--- src/rtl/ps2_rx.sv ---
`default_nettype none
// ============================================================================
//  Module   : ps2_rx
//  Purpose  : PS/2 device-to-host receiver with clock glitch filter, odd-parity
//             and stop-bit checking, and inter-edge timeout.
//  Revision : 1.0  initial release
// ============================================================================
module ps2_rx #(
   parameter int FILTER_LEN     = 8,
   parameter int TIMEOUT_CYCLES = 200000
) (
   input  logic       clk,
   input  logic       reset,
   input  logic       ps2c,
   input  logic       ps2d,
   input  logic       rx_en,
   output logic [7:0] scan_code,
   output logic       scan_done_tick,
   output logic       parity_err,
   output logic       frame_err
);

   localparam int                c_TW   = $clog2(TIMEOUT_CYCLES + 1);
   localparam logic [c_TW-1:0]   c_TMAX = c_TW'(TIMEOUT_CYCLES - 1);
   localparam logic [3:0]        c_NBITS = 4'd10;

   typedef enum logic [1:0] {
      IDLE = 2'd0,
      DATA = 2'd1,
      LOAD = 2'd2
   } state_t;

   state_t                r_state, w_state_next;
   logic [1:0]            r_c_sync, r_d_sync;
   logic [FILTER_LEN-1:0] r_hist;
   logic                  r_filt, r_filt_d;
   logic                  w_fall;
   logic [3:0]            r_n, w_n_next;
   logic [9:0]            r_b, w_b_next, w_b_shift;
   logic [c_TW-1:0]       r_t, w_t_next;
   logic [7:0]            r_code, w_code_next;
   logic                  r_perr, w_perr_next;
   logic                  r_ferr, w_ferr_next;

   // Pin synchronizers and clock filter; the filtered level only moves once
   // the whole sample history agrees.
   always_ff @(posedge clk or negedge reset) begin
      if (!reset) begin
         r_c_sync <= 2'b11;
         r_d_sync <= 2'b11;
         r_hist   <= '1;
         r_filt   <= 1'b1;
         r_filt_d <= 1'b1;
      end else begin
         r_c_sync <= {r_c_sync[0], ps2c};
         r_d_sync <= {r_d_sync[0], ps2d};
         r_hist   <= {r_hist[FILTER_LEN-2:0], r_c_sync[1]};
         if (&r_hist)
            r_filt <= 1'b1;
         else if (~|r_hist)
            r_filt <= 1'b0;
         r_filt_d <= r_filt;
      end
   end

   assign w_fall    = r_filt_d & ~r_filt;
   assign w_b_shift = {r_d_sync[1], r_b[9:1]};

   always_ff @(posedge clk or negedge reset) begin
      if (!reset) begin
         r_state <= IDLE;
         r_n     <= '0;
         r_b     <= '0;
         r_t     <= '0;
         r_code  <= 8'h00;
         r_perr  <= 1'b0;
         r_ferr  <= 1'b0;
      end else begin
         r_state <= w_state_next;
         r_n     <= w_n_next;
         r_b     <= w_b_next;
         r_t     <= w_t_next;
         r_code  <= w_code_next;
         r_perr  <= w_perr_next;
         r_ferr  <= w_ferr_next;
      end
   end

   always_comb begin
      w_state_next = r_state;
      w_n_next     = r_n;
      w_b_next     = r_b;
      w_t_next     = r_t;
      w_code_next  = r_code;
      w_perr_next  = 1'b0;
      w_ferr_next  = 1'b0;
      case (r_state)
         IDLE: begin
            if (w_fall && rx_en && !r_d_sync[1]) begin
               w_state_next = DATA;
               w_n_next     = c_NBITS;
               w_t_next     = '0;
            end
         end
         DATA: begin
            if (w_fall) begin
               w_b_next = w_b_shift;
               w_n_next = r_n - 4'd1;
               w_t_next = '0;
               // Last edge carries the stop bit: judge the assembled frame.
               if (r_n == 4'd1) begin
                  if (!w_b_shift[9]) begin
                     w_ferr_next  = 1'b1;
                     w_state_next = IDLE;
                  end else if (^w_b_shift[8:0]) begin
                     w_code_next  = w_b_shift[7:0];
                     w_state_next = LOAD;
                  end else begin
                     w_perr_next  = 1'b1;
                     w_state_next = IDLE;
                  end
               end
            end else if (r_t == c_TMAX) begin
               w_ferr_next  = 1'b1;
               w_t_next     = '0;
               w_state_next = IDLE;
            end else begin
               w_t_next = r_t + 1'b1;
            end
         end
         LOAD: begin
            w_state_next = IDLE;
         end
         default: begin
            w_state_next = IDLE;
         end
      endcase
   end

   assign scan_code      = r_code;
   assign scan_done_tick = (r_state == LOAD);
   assign parity_err     = r_perr;
   assign frame_err      = r_ferr;

endmodule
`default_nettype wire

--- config.mk ---
export PLATFORM = sky130hd
export DESIGN_NAME = ps2_rx
export DESIGN_NICKNAME = d
export VERILOG_FILES = /design/src/rtl/ps2_rx.sv
export SDC_FILE = /design/constraint.sdc
export NUM_CORES = 1
export LEC_CHECK = 0
export ABC_AREA = 1
export CAP_MARGIN = 20
export CORE_MARGIN = 2
export CORE_UTILIZATION = 33
export CTS_CLUSTER_SIZE = 28
export DETAILED_ROUTE_END_ITERATION = 8
export PLACE_DENSITY = 0.5
export RECOVER_POWER = 25
export SETUP_SLACK_MARGIN = 0.15
export SKIP_LAST_GASP = 1
export SLEW_MARGIN = 25
export SYNTH_ARGS = -nofsm -noshare
export SYNTH_HDL_FRONTEND = slang
export SYNTH_SLANG_ARGS = --single-unit
--- constraint.sdc ---
create_clock -name clk -period 3.6 [get_ports clk]
set_input_delay 0.72 -clock clk [delete_from_list [all_inputs] [get_ports clk]]
set_output_delay 0.72 -clock clk [all_outputs]
set_load 0.05 [all_outputs]
==> flow_summary.toml <==
[floorplan]
fp-row-count = 34
io_pins = 16
dieHeight_um = 97.2
floorplan.core_area_um2 = 8550
initial_utilization = 0.335
die_w_um = 97.2
die_area_um2 = 9450

[timing]
final-max-slew-violation-count = 0
setup_tns_after_final_layout_ns = 0
hold-worst-slack_ns = 0.356
timing.final.hold_violations = 0
rsz0062_at_grt = "false"
final_period_minus_worst_setup_slack_ns = 2.47
fin_skew_ns = 0.00921
fmax_ghz = 0.405
timing.slew.headroom = 0.569
worst_slew_pin_slew_ns = 0.642
final.period_utilization = 0.687
crit_path_setup_slack_layout_ns = 1.13
setup-violations-final = 0

[grt]
grt_first_pass_wirelength_um = 10800
grt_pass1_vias = 2277
grt-ovfl-total = 0
antenna_found_initial = 0
global_route.usage.total = 0.142
grt_max_degree = 49

[clocking]
clk_path_buf_depth = 2
cts_tree = "done"
cts_post_setup_buffers_inserted = 0
cts.reportedPaths.clkPinSlew_ns = 0.07
ctsHoldBuffers = 0
clock_sink_count = 57
clock-root-buffer = "sky130_fd_sc_hd__clkbuf_8"
clock_insertion_delay_worst_skew_ns = 0.34
tritoncts.num_buffers = 9
cts_resized = 0
cts_max_level = 3

[critical_path]
cpPeakStageDelay_ns = 0.82
endpoint_kind = "output pin"
path_cells = "nor2_1 > clkdlybuf4s50_1"
timing.critical_path.from_type = "register"
cp_slowest_cell = "sky130_fd_sc_hd__clkdlybuf4s50_1"
worstPathArrival_ns = 1.75
timing_worst_setup_path_type = "register to output pin"
crit_path_max_fanout = 4
cp_top_family = "buffers and inverters"
worst-endpoint-required_ns = 2.88
critical_path.n_buffers_inverters = 1

[routing]
drt_wl_total_um = 6190
routed_antenna_nets = 0
detailroute.via_count = 2366
routedWlPerCell_um = 12.4
drt_iter0_drc = 107
detail_route.drc_violations = 0
route.detailed.vias_per_inst = 4.76
number_of_iterations_in_the_first_detailed_routing_pass = 4

[yosys]
netlist_area_before_placement_um2 = 2870
syn-instance-count = 363
synth.net_count = 371
synth_unique_cells = 28
synth_async_sr_flop_share = 1.00
synth-edff-count = 0
synth_top_cell_area_share = 0.375
synthesis.yosys.warnings = 0
postSynthAreaPerCell_um2 = 7.90
synthDominantAreaCellType = "sky130_fd_sc_hd__dfrtp_1"
ys_dominant_reg_cell = "sky130_fd_sc_hd__dfrtp_1"
post_synthesis_sequential_element_count = 57
post_synth_main_area_contributors = "sky130_fd_sc_hd__dfrtp_1, sky130_fd_sc_hd__nand2_1, sky130_fd_sc_hd__dfstp_2, sky130_fd_sc_hd__inv_1, sky130_fd_sc_hd__nor2_1"
yosysMostFrequentCell = "sky130_fd_sc_hd__nand2_1"
seq_area_frac_synth = 0.504
synth.top_cells.by_count = "sky130_fd_sc_hd__nand2_1, sky130_fd_sc_hd__dfrtp_1, sky130_fd_sc_hd__inv_1"

[flow_run]
maxCapViolations = 0

[pwr]
worst_ir_drop_on_vdd_v = 0.000180
leakagePower_nw = 1.57
cellPowerDensity_nw_per_um2 = 549

[finish]
proportion_of_layout_cells_with_a_drive_suffix_above_1 = 0.0848
area.growth.synth_to_final_pct = 15.8
nets = 392
fill_cells = 888
num_antenna_cells = 0

[placed_design]
port_buffers = 15
finalWeightedCongestion = 0.849
setup_slack_after_placement_ns = 1.05
dp_hpwl_um = 4430

[run_status]
outcome = "completed"

[hold_path]
hold_path_class = "register to register"
final cells by class:
| class | instances | area, um^2 | share of cell area |
|---|---|---|---|
| inverter | 46 | 173 | 0.0520 |
| multi-input combinational | 254 | 1220 | 0.367 |
| clock buffer | 10 | 138 | 0.0414 |
| timing repair buffer | 16 | 155 | 0.0467 |
| sequential | 57 | 1440 | 0.435 |
| tap | 108 | 135 | 0.0407 |
| clock inverter | 6 | 57.6 | 0.0173 |
kinds of logic after synthesis:
logic type / after synthesis / share of synthesized area
AND/OR/NAND/NOR: 215 / 0.335
flip-flops: 57 / 0.504
buffers and inverters: 52 / 0.0711
AO/OA/AOI/OAI: 28 / 0.0524
XOR/XNOR: 8 / 0.0244
adder cells (fa/ha/maj): 3 / 0.0131
per-layer routing:
metal,vias up,routed length [um],track usage
met5,-,0,0
met3,11,200,0.0388
li1,1200,-,-
met4,0,146,0.0596
met2,38,2910,0.223
met1,1117,2930,0.185
through the flow:
stage / utilization / area [um^2] / total power, mW / instances
6_report: 0.388 / 3320 / 1.82 / 497
5_1_grt: 0.388 / 3320 / 1.95 / 497
4_1_cts: 0.388 / 3320 / 1.85 / 497
3_5_place_dp: 0.366 / 3130 / 1.24 / 481
3_3_place_gp: 0.365 / 3120 / 1.24 / 481
2_1_floorplan: - / 2870 / 1.13 / 363
worst paths after layout:
path / endpoint / depth (start not counted) / slack [ns] / startpoint
min in group asynchronous: r_t[8] / 1 / 0.37 / reset
min: r_d_sync[1] / 0 / 0.36 / r_d_sync[0]
max in group asynchronous: scan_code[7] / 2 / 2.61 / reset
max reg2reg: scan_code[0] / 7 / 1.53 / r_state[0]
max: scan_done_tick / 2 / 1.13 / r_state[0]
min reg2reg: r_d_sync[1] / 0 / 0.36 / r_d_sync[0]
state kept, by name, indices dropped and copies added (netlist names):
signal      count
r_d_sync        2
r_filt_d        1
r_hist          8
r_c_sync        2
r_n             4
r_state         2
scan_code       8
r_t            18
parity_err      1
r_b             9
r_filt          1
frame_err       1
placed cells by master, fill, tap and decap left out, types with 3 or more instances in the layout:
master and instances:
sky130_fd_sc_hd__o21ai_0 20, sky130_fd_sc_hd__inv_1 43, sky130_fd_sc_hd__clkinv_2 4, sky130_fd_sc_hd__clkdlybuf4s50_1 12, sky130_fd_sc_hd__dfstp_2 6, sky130_fd_sc_hd__nor3_1 5
sky130_fd_sc_hd__clkbuf_8 10, sky130_fd_sc_hd__ha_1 3, sky130_fd_sc_hd__nand2_1 113, sky130_fd_sc_hd__nand4_1 19, sky130_fd_sc_hd__dfstp_1 8, sky130_fd_sc_hd__a21oi_1 3
sky130_fd_sc_hd__nand3_1 27, sky130_fd_sc_hd__nor2_1 42, sky130_fd_sc_hd__dfrtp_1 43, sky130_fd_sc_hd__xor2_1 8
where the power goes:
group          switching, mW  internal, mW  total (mW)
sequential             0.116         0.742       0.858
combinational          0.252         0.120       0.372
clock                  0.260         0.333       0.593
total                  0.628          1.19        1.82
Power figures use the tool's default switching activity.
